===== src/rtl/toggle_bank_arbiter_pkg.sv =====
// Shared types and helpers for the toggle bank arbiter: FSM state encoding,
// the round-robin pick result, and the round-robin search function.
package toggle_bank_arbiter_pkg;

    localparam int NREQ_DEF  = 4;
    localparam int WIDTH_DEF = 8;
    localparam int PTR_W     = $clog2(NREQ_DEF);
    localparam int MAX_NREQ  = 8;
    localparam int MAX_PTR_W = 3;

    typedef enum logic [1:0] {
        IDLE  = 2'd0,
        GRANT = 2'd1,
        APPLY = 2'd2
    } state_t;

    typedef struct packed {
        logic                 valid;
        logic [MAX_PTR_W-1:0] idx;
    } pick_t;

    // Lowest offset from ptr wins; walking offsets downward lets it overwrite last.
    function automatic pick_t rr_pick(input logic [MAX_NREQ-1:0]  req,
                                      input logic [MAX_PTR_W-1:0] ptr,
                                      input int                   nreq);
        pick_t                r;
        logic [MAX_PTR_W-1:0] j;
        int                   s;
        r = '0;
        for (int k = MAX_NREQ - 1; k >= 0; k--) begin
            s = (int'(ptr) + k) % nreq;
            j = MAX_PTR_W'(s);
            if (k < nreq && req[j]) begin
                r.valid = 1'b1;
                r.idx   = j;
            end
        end
        return r;
    endfunction

endpackage


===== src/rtl/toggle_bank_arbiter_if.sv =====
// Request/grant bus between the requesters (master) and the toggle bank arbiter (slave).
interface toggle_bank_arbiter_if #(
    parameter int NREQ  = 4,
    parameter int WIDTH = 8
);
    logic [NREQ-1:0]       req;
    logic [NREQ*WIDTH-1:0] mask;
    logic                  clr;
    logic [NREQ-1:0]       grant;
    logic [NREQ-1:0]       ack;
    logic [WIDTH-1:0]      q;
    logic                  busy;

    modport master (output req, mask, clr, input grant, ack, q, busy);
    modport slave  (input req, mask, clr, output grant, ack, q, busy);

endinterface


===== src/rtl/toggle_bank_arbiter_toggle_bank.sv =====
// Shared WIDTH-bit toggle register: q ^= tmask when en, clr forces zero and wins over en.
module toggle_bank #(
    parameter int WIDTH = 8
) (
    input  logic             clk,
    input  logic             rst,
    input  logic             en,
    input  logic [WIDTH-1:0] tmask,
    input  logic             clr,
    output logic [WIDTH-1:0] q
);

    always_ff @(posedge clk or posedge rst) begin
        if (rst) begin
            q <= '0;
        end else if (clr) begin
            q <= '0;
        end else if (en) begin
            q <= q ^ tmask;
        end
    end

endmodule


===== src/rtl/toggle_bank_arbiter.sv =====
// Round-robin arbiter granting one requester at a time to toggle the shared bank.
//   state | meaning
//   IDLE  | no owner; search for a winner starting at ptr
//   GRANT | winner holds grant; apply its mask at the next edge unless req dropped
//   APPLY | ack pulse with the new q; ptr already past winner, search again
module toggle_bank_arbiter
    import toggle_bank_arbiter_pkg::*;
#(
    parameter int NREQ  = NREQ_DEF,
    parameter int WIDTH = WIDTH_DEF
) (
    input logic                  clk,
    input logic                  rst,
    toggle_bank_arbiter_if.slave bus
);

    localparam int PTR_BITS = (NREQ > 1) ? $clog2(NREQ) : 1;

    state_t              state, state_n;
    logic [PTR_BITS-1:0] ptr, ptr_n;
    logic [PTR_BITS-1:0] win, win_n;
    logic [NREQ-1:0]     grant_r, grant_n;
    logic [NREQ-1:0]     ack_r, ack_n;
    logic                busy_r, busy_n;
    logic                apply_en;
    logic [WIDTH-1:0]    tmask;
    pick_t               pick;

    always_comb pick  = rr_pick(MAX_NREQ'(bus.req), MAX_PTR_W'(ptr), NREQ);
    always_comb tmask = bus.mask[int'(win)*WIDTH +: WIDTH];

    always_ff @(posedge clk or posedge rst) begin
        if (rst) begin
            state   <= IDLE;
            ptr     <= '0;
            win     <= '0;
            grant_r <= '0;
            ack_r   <= '0;
            busy_r  <= 1'b0;
        end else begin
            state   <= state_n;
            ptr     <= ptr_n;
            win     <= win_n;
            grant_r <= grant_n;
            ack_r   <= ack_n;
            busy_r  <= busy_n;
        end
    end

    always_comb begin
        state_n  = state;
        ptr_n    = ptr;
        win_n    = win;
        grant_n  = '0;
        ack_n    = '0;
        apply_en = 1'b0;
        case (state)
            IDLE, APPLY: begin
                if (pick.valid) begin
                    win_n          = PTR_BITS'(pick.idx);
                    grant_n[win_n] = 1'b1;
                    state_n        = GRANT;
                end else begin
                    state_n = IDLE;
                end
            end
            GRANT: begin
                // ptr moves past the winner whether the toggle happens or is aborted
                ptr_n = (win == PTR_BITS'(NREQ - 1)) ? '0 : win + 1'b1;
                if (bus.req[win]) begin
                    apply_en   = 1'b1;
                    ack_n[win] = 1'b1;
                    state_n    = APPLY;
                end else begin
                    state_n = IDLE;
                end
            end
            default: state_n = IDLE;
        endcase
        busy_n = (state_n != IDLE);
    end

    toggle_bank #(.WIDTH(WIDTH)) u_bank (
        .clk   (clk),
        .rst   (rst),
        .en    (apply_en),
        .tmask (tmask),
        .clr   (bus.clr),
        .q     (bus.q)
    );

    assign bus.grant = grant_r;
    assign bus.ack   = ack_r;
    assign bus.busy  = busy_r;

endmodule


===== src/flat_wrapper.sv =====
// flat-port wrapper written by rule: the top's interface ports become plain ports
module toggle_bank_arbiter_flat import toggle_bank_arbiter_pkg::*;
#(
    parameter int NREQ  = NREQ_DEF,
    parameter int WIDTH = WIDTH_DEF
)
  (clk, rst, bus_req, bus_mask, bus_clr, bus_grant, bus_ack, bus_q, bus_busy);
  toggle_bank_arbiter_if #(.NREQ(NREQ), .WIDTH(WIDTH)) bus_i ();
  input logic clk;
  input logic rst;
  input wire logic [$bits(bus_i.req)-1:0] bus_req;
  input wire logic [$bits(bus_i.mask)-1:0] bus_mask;
  input wire logic [$bits(bus_i.clr)-1:0] bus_clr;
  output wire logic [$bits(bus_i.grant)-1:0] bus_grant;
  output wire logic [$bits(bus_i.ack)-1:0] bus_ack;
  output wire logic [$bits(bus_i.q)-1:0] bus_q;
  output wire logic [$bits(bus_i.busy)-1:0] bus_busy;
  assign bus_i.req = bus_req;
  assign bus_i.mask = bus_mask;
  assign bus_i.clr = bus_clr;
  assign bus_grant = bus_i.grant;
  assign bus_ack = bus_i.ack;
  assign bus_q = bus_i.q;
  assign bus_busy = bus_i.busy;
  toggle_bank_arbiter #(.NREQ(NREQ), .WIDTH(WIDTH)) u_core (.clk(clk), .rst(rst), .bus(bus_i));
endmodule

===== config.mk =====
export PLATFORM = sky130hd
export DESIGN_NAME = toggle_bank_arbiter_flat
export DESIGN_NICKNAME = d
export VERILOG_FILES = /design/src/rtl/toggle_bank_arbiter_pkg.sv /design/src/rtl/toggle_bank_arbiter_if.sv /design/src/rtl/toggle_bank_arbiter_toggle_bank.sv /design/src/rtl/toggle_bank_arbiter.sv /design/src/flat_wrapper.sv
export SDC_FILE = /design/constraint.sdc
export NUM_CORES = 1
export LEC_CHECK = 0
export CORE_MARGIN = 4
export CORE_UTILIZATION = 40
export CTS_CLUSTER_DIAMETER = 200
export DETAILED_ROUTE_END_ITERATION = 10
export DONT_BUFFER_PORTS = 1
export HOLD_SLACK_MARGIN = 0.05
export PLACE_DENSITY = 0.59
export SYNTH_ARGS = -nofsm -noshare
export SYNTH_HDL_FRONTEND = slang
export SYNTH_HIERARCHICAL = 1
export SYNTH_SLANG_ARGS = --single-unit

===== constraint.sdc =====
create_clock -name clk -period 1.7 [get_ports clk]
set_clock_uncertainty 0.1 [all_clocks]
set_input_delay 0.255 -clock clk [delete_from_list [all_inputs] [get_ports clk]]
set_output_delay 0.255 -clock clk [all_outputs]
set_load 0.005 [all_outputs]

; ---- After elaboration in Yosys (flattened, before gate mapping)
; Cells that the tools add are included.
[word_totals]
ff_bits = 23
ramBits = 0
latchBits = 0
romBits = 0
inputBits = 39
n_memories = 0
[op_classes]
shifts = 1
mux = 30
n_bitwise = 4
n_lt_le_gt_ge = 8
eq_ne = 3
mul = 0
div_mod_pow = 0
addsub = 4
n_reduce_logical = 10
[ops]
columns = operator, n
row1 = two-way mux 4 bit, 8
row2 = variable part select 32 x 6 -> 8 bit, 1
row3 = two-way mux 8 bit, 2
row4 = "less-than comparator 3 x 4 -> 1 bit, second input constant", 3
row5 = two-way mux 1 bit, 10
row6 = binary-select mux 1 bit (select 3 bit), 3
row7 = OR reduction 2 bit, 4
row8 = bitwise XOR 8 bit, 1
row9 = "less-than comparator 2 x 3 -> 1 bit, second input constant", 2
row10 = "adder 2 x 1 -> 2 bit, second input constant", 2
row11 = "adder 2 bit, second input constant", 2
row12 = binary-select mux 1 bit (select 2 bit), 2
row13 = demux 1 bit (select 2 bit), 2
row14 = "== test 2 bit, second input constant", 2
row15 = ">= comparator 2 x 1 -> 1 bit, second input constant", 2
row16 = "less-than comparator 2 x 4 -> 1 bit, second input constant", 1
row17 = two-way mux 2 bit, 2
row18 = case mux 2 bit (2 select lines), 1
row19 = nonzero test 2 bit, 2
row20 = "bitwise AND 1 bit, first input constant", 3
row21 = "== test 2 x 1 -> 1 bit, second input constant", 1
row22 = logical AND 1 bit, 2
row23 = logical NOT 2 bit, 1
row24 = AND reduction 2 bit, 1

; ---- Depth between registers and ports, before layout
[depth]
ltp_word = 15
mapped_depth = 7
ltp_nobuf = 4

; ---- Hierarchy
; The synthesis kept the hierarchy.
[modules_own_cells]
columns = module, seq_area_each_um2, n_inst, area_each_um2, cells_per_inst
row1 = toggle_bank_arbiter, 375.4, 1, 897.1, 70
row2 = toggle_bank, 200.2, 1, 410.4, 36

; ---- Least setup slack after synthesis
; No wires, ideal clock.
[synth_path]
kind = flip-flop to flip-flop
startpoint = register u_core.win[1]
endpoint = register u_core.u_bank.q[6]
path_buffers = 2
path_stages_with_launch = 7
slack_ns = -0.048
period_less_slack_ns = 1.748
arrival_time_ns = 1.570
path_cell_list = dfrtp_1 > mux4_2 > and2_4 > buf_6 > buf_6 > a21bo_1 > a21oi_1
[synth_between]
elab_chain_len = 5
elab_cells_between_ends = 9
cone_classes = 1 x shift / 6 x mux / 1 x bitwise / 1 x reduce/logical
[synth_rtl]
columns = item, line
row1 = from (decl), toggle_bank_arbiter.sv:21  ; logic [PTR_BITS-1:0] win, win_n;
row2 = from (signal assigned), toggle_bank_arbiter.sv:43  ; win <= win_n;
row3 = binary-select mux 1 bit (select 2 bit), toggle_bank_arbiter.sv:70  ; if (bus.req[win]) begin
row4 = two-way mux 1 bit (not written as such), toggle_bank_arbiter.sv:70
row5 = two-way mux 1 bit, toggle_bank_arbiter.sv:70
row6 = two-way mux 1 bit, toggle_bank_arbiter.sv:57  ; case (state)
row7 = named net u_core.apply_en, toggle_bank_arbiter.sv:25  ; logic apply_en;
row8 = nonzero test 2 bit (no line), -
row9 = to (signal assigned), toggle_bank_arbiter_toggle_bank.sv:19  ; q <= q ^ tmask;
row10 = to (decl), toggle_bank_arbiter_toggle_bank.sv:10  ; output logic [WIDTH-1:0] q
; The timed path passes the listed nets, and every way through them passes these cells. The select of a mux whose other input is x is not followed.
; A chain may end at the register's enable or synchronous reset.

; ---- Final worst setup path
[layout_path]
startpoint = register u_core.win[1]
endpoint = register u_core.u_bank.q[5]
; The elaborated chain is that of the path after synthesis.

==> out/metrics.yaml <==
synth:
  avgSynthCellArea_um2: 12.3
  synth.most_common_cell: "dfrtp_1"
  synthAdderAreaFrac_pct: 3.83
  syn_area_um2: 1310
  synth_top_area_share_pct: 44.0
  yosys-top-cells-area: "dfrtp_1 (44%), mux4_2 (16%), a21bo_2 (4.6%)"
  synth.yosys.seq_area_share_pct: 44.0
  synth_ff_type: "dfrtp_1"
  ys_seq_elements: 23
  synth_compound_area_share_pct: 12.8
  yosysWarningCount: 6
  yosysTopAreaCell: "dfrtp_1"
  synth_nets: 149
  synth_top_family_by_area: "multiplexers"
  synth_edf_count: 0
  synth_xor_area_share_pct: 0
  async_flop_share_pct: 100
  syn_inst: 106
  synthTopCellsByCount: "dfrtp_1 (23), a21oi_1 (9), mux4_2 (9)"
  synth-simple-area-share_pct: 16.6
  netlist-cell-type-count: 33
  synth_mux_area_share_pct: 18.0
setup_path:
  max_stage_delay_ns: 0.51
  path_class: "reg -> reg"
  critPathLaunchType: "flip-flop"
  cp-end-kind: "flip-flop"
  crit_path_max_fanout: 17
  crit_required_ns: 1.85
  worstPathCellList: "mux4_2, and2_4, a21bo_2, a21oi_1"
  slowest_stage: "mux4_2"
  arrival_ns: 1.77
power:
  vdd_ir_drop_max_v: 0.000577
  powerDensity_nw_per_um2: 1500
  finalPower_mw: 2.15
  leakagePower_nw: 0.639
floorplan:
  start_util_pct: 42.5
  ios: 56
  core_area_um2: 3080
  core.rowCount: 20
  dieArea_um2: 4250
  die-width_um: 65.2
  die_h_um: 65.2
grt:
  grt_usage_pct: 13.1
  grt_antenna_before_repair: 0
  grt_max_degree: 18
  grt_pass1_wl_um: 4280
  grt_pass1_vias: 918
  overflow: 0
drt:
  drc: 0
  wl_um: 2760
  vias: 836
  vias_per_cell: 5.36
  wl_per_cell_um: 17.7
  dr.pass1.iters: 4
  ant_nets: 0
  drtIter0Drc: 39
place:
  placed_area_um2: 1370
  dp.cells: 149
  dp_hpwl_um: 2070
  io_buffers: 0
  place_congestion: 0.769
sta:
  period_minus_slack_ns: 1.62
  relSlewSlack_pct: 60.1
  max_freq_mhz: 617
  fin_tns_setup_ns: 0
  period_share_pct: 95.3
  hold_viol: 0
  rsz0062_at_grt: "false"
  tightest_slew_ns: 0.597
  maxSlewViolCount: 0
  finalSetupViolations: 0
finish:
  drive_gt1_share_pct: 32.1
  multi_input_area_um2: 673
  antennaDiodeCount: 0
  design_area_um2: 1430
  synthToLayoutAreaGrowth_pct: 9.47
  fill_cells: 309
  final_core_util_pct: 46.5
  regArea_um2: 576
  nets: 156
  fin_cells: 156
cts:
  cts_max_path_buffers: 2
  clk_pin_slew_worst_paths_ns: 0.13
  cts-buffers-inserted: 3
  clock_tree.root_cell: "clkbuf_4"
  insertion_delay_ns: 0.31
  cts_tree: "yes"
  cts.sinks: 23
  htreeDepth: 1
min_path:
  min_path_type: "in -> reg"
outcome:
  status: "finished clean"
flow_run:
  maxCapViolCount: 0
## metrics by stage
step	hold slack [ns]	worst slack, ns
finish	0.0655	0.0797
global route	0.0509	0.00984
floorplan	-0.0293	-0.0476
global placement	0.00691	0.133
detailed placement	0.00924	0.0992
CTS	0.0520	0.0769
## worst max-delay path, delay by kind of cell, from the launching register on
kind	cells	cell delay (ns)
AOI/OAI and AO/OA	2	0.33
DFF	1	0.40
muxes	1	0.51
and+or+nand+nor	1	0.21
## worst paths after layout
path | depth (start not counted) | slack [ns] | endpoint | startpoint
worst max register to register | 4 | 0.08 | u_core/u_bank/q[5] | u_core/win[1]
worst max-delay path | 4 | 0.08 | u_core/u_bank/q[5] | u_core/win[1]
max in group asynchronous | 2 | 0.74 | u_core/ptr[1] | rst
worst min-delay path | 3 | 0.07 | u_core/bus.grant[2] | bus_req[1]
worst min register to register | 2 | 0.50 | u_core/u_bank/q[3] | u_core/u_bank/q[3]
min in group asynchronous | 2 | 0.26 | u_core/u_bank/q[1] | rst
## placed cells by master, fill, tap and decap left out, drive strengths merged
| cell | netlist | layout |
|---|---|---|
| a21o | 1 | 1 |
| a221oi | 1 | 1 |
| nor3 | 1 | 1 |
| a21bo | 8 | 8 |
| ha | 4 | 4 |
| inv | 6 | 6 |
| and4bb | 1 | 1 |
| nand2b | 2 | 2 |
| nand3 | 2 | 2 |
| a2bb2oi | 1 | 1 |
| nor2 | 4 | 4 |
| and2b | 1 | 1 |
| mux2 | 2 | 2 |
| and2 | 2 | 2 |
| nor2b | 2 | 2 |
| dlygate4sd3 | 0 | 2 |
| buf | 5 | 6 |
| a21oi | 9 | 9 |
| dfrtp | 23 | 23 |
| clkinv | 0 | 1 |
| nand3b | 8 | 8 |
| mux2i | 1 | 1 |
| and3 | 5 | 5 |
| nor3b | 1 | 1 |
| o21ai | 2 | 2 |
| nand2 | 4 | 4 |
| mux4 | 9 | 9 |
| clkbuf | 1 | 3 |
## layout make-up
| class | instances | area share, % |
|---|---|---|
| clock buffer | 3 | 1.57 |
| clock inverter | 1 | 0.350 |
| inverter | 6 | 1.57 |
| multi-input combinational | 71 | 47.0 |
| sequential | 23 | 40.2 |
| tap | 44 | 3.85 |
| timing repair buffer | 8 | 5.42 |
## repair_timing
action | in CTS | in global routing
hold buffers | 2 | 0
gates resized for setup | 0 | 1
setup endpoints to repair | 0 | 1
hold endpoints to repair | 31 | 0
buffers inserted | 0 | 1
## sequential cells by signal (all words and copies together) (netlist names)
signal / count
u_core/u_bank/q: 8
u_core/bus.grant: 4
u_core/bus.ack: 4
u_core/state: 2
u_core/win: 2
u_core/ptr: 2
u_core/bus.busy: 1
## logic make-up (layout without fill, tap and decap cells)
kind of cell / after synthesis / count (layout)
simple gates: 33 / 33
flops: 23 / 23
compound gates: 22 / 22
mux: 12 / 12
buf+inv: 12 / 18
fa+ha+maj: 4 / 4
## power breakdown
| group | switching (mW) | total [mW] | internal [mW] | leakage [nW] |
|---|---|---|---|---|
| registers | 0.139 | 0.848 | 0.709 | 0.303 |
| clock network | 0.166 | 0.254 | 0.0878 | 0.0177 |
| logic | 0.464 | 1.05 | 0.588 | 0.319 |
## metal layers
metal	track usage, %	routed length [um]	up-vias
met5	0	0	-
met4	4.66	14	0
met2	21.5	1380	35
met3	4.10	257	2
met1	16.3	1100	404
li1	-	-	395
(Power assumes the default switching activity.)
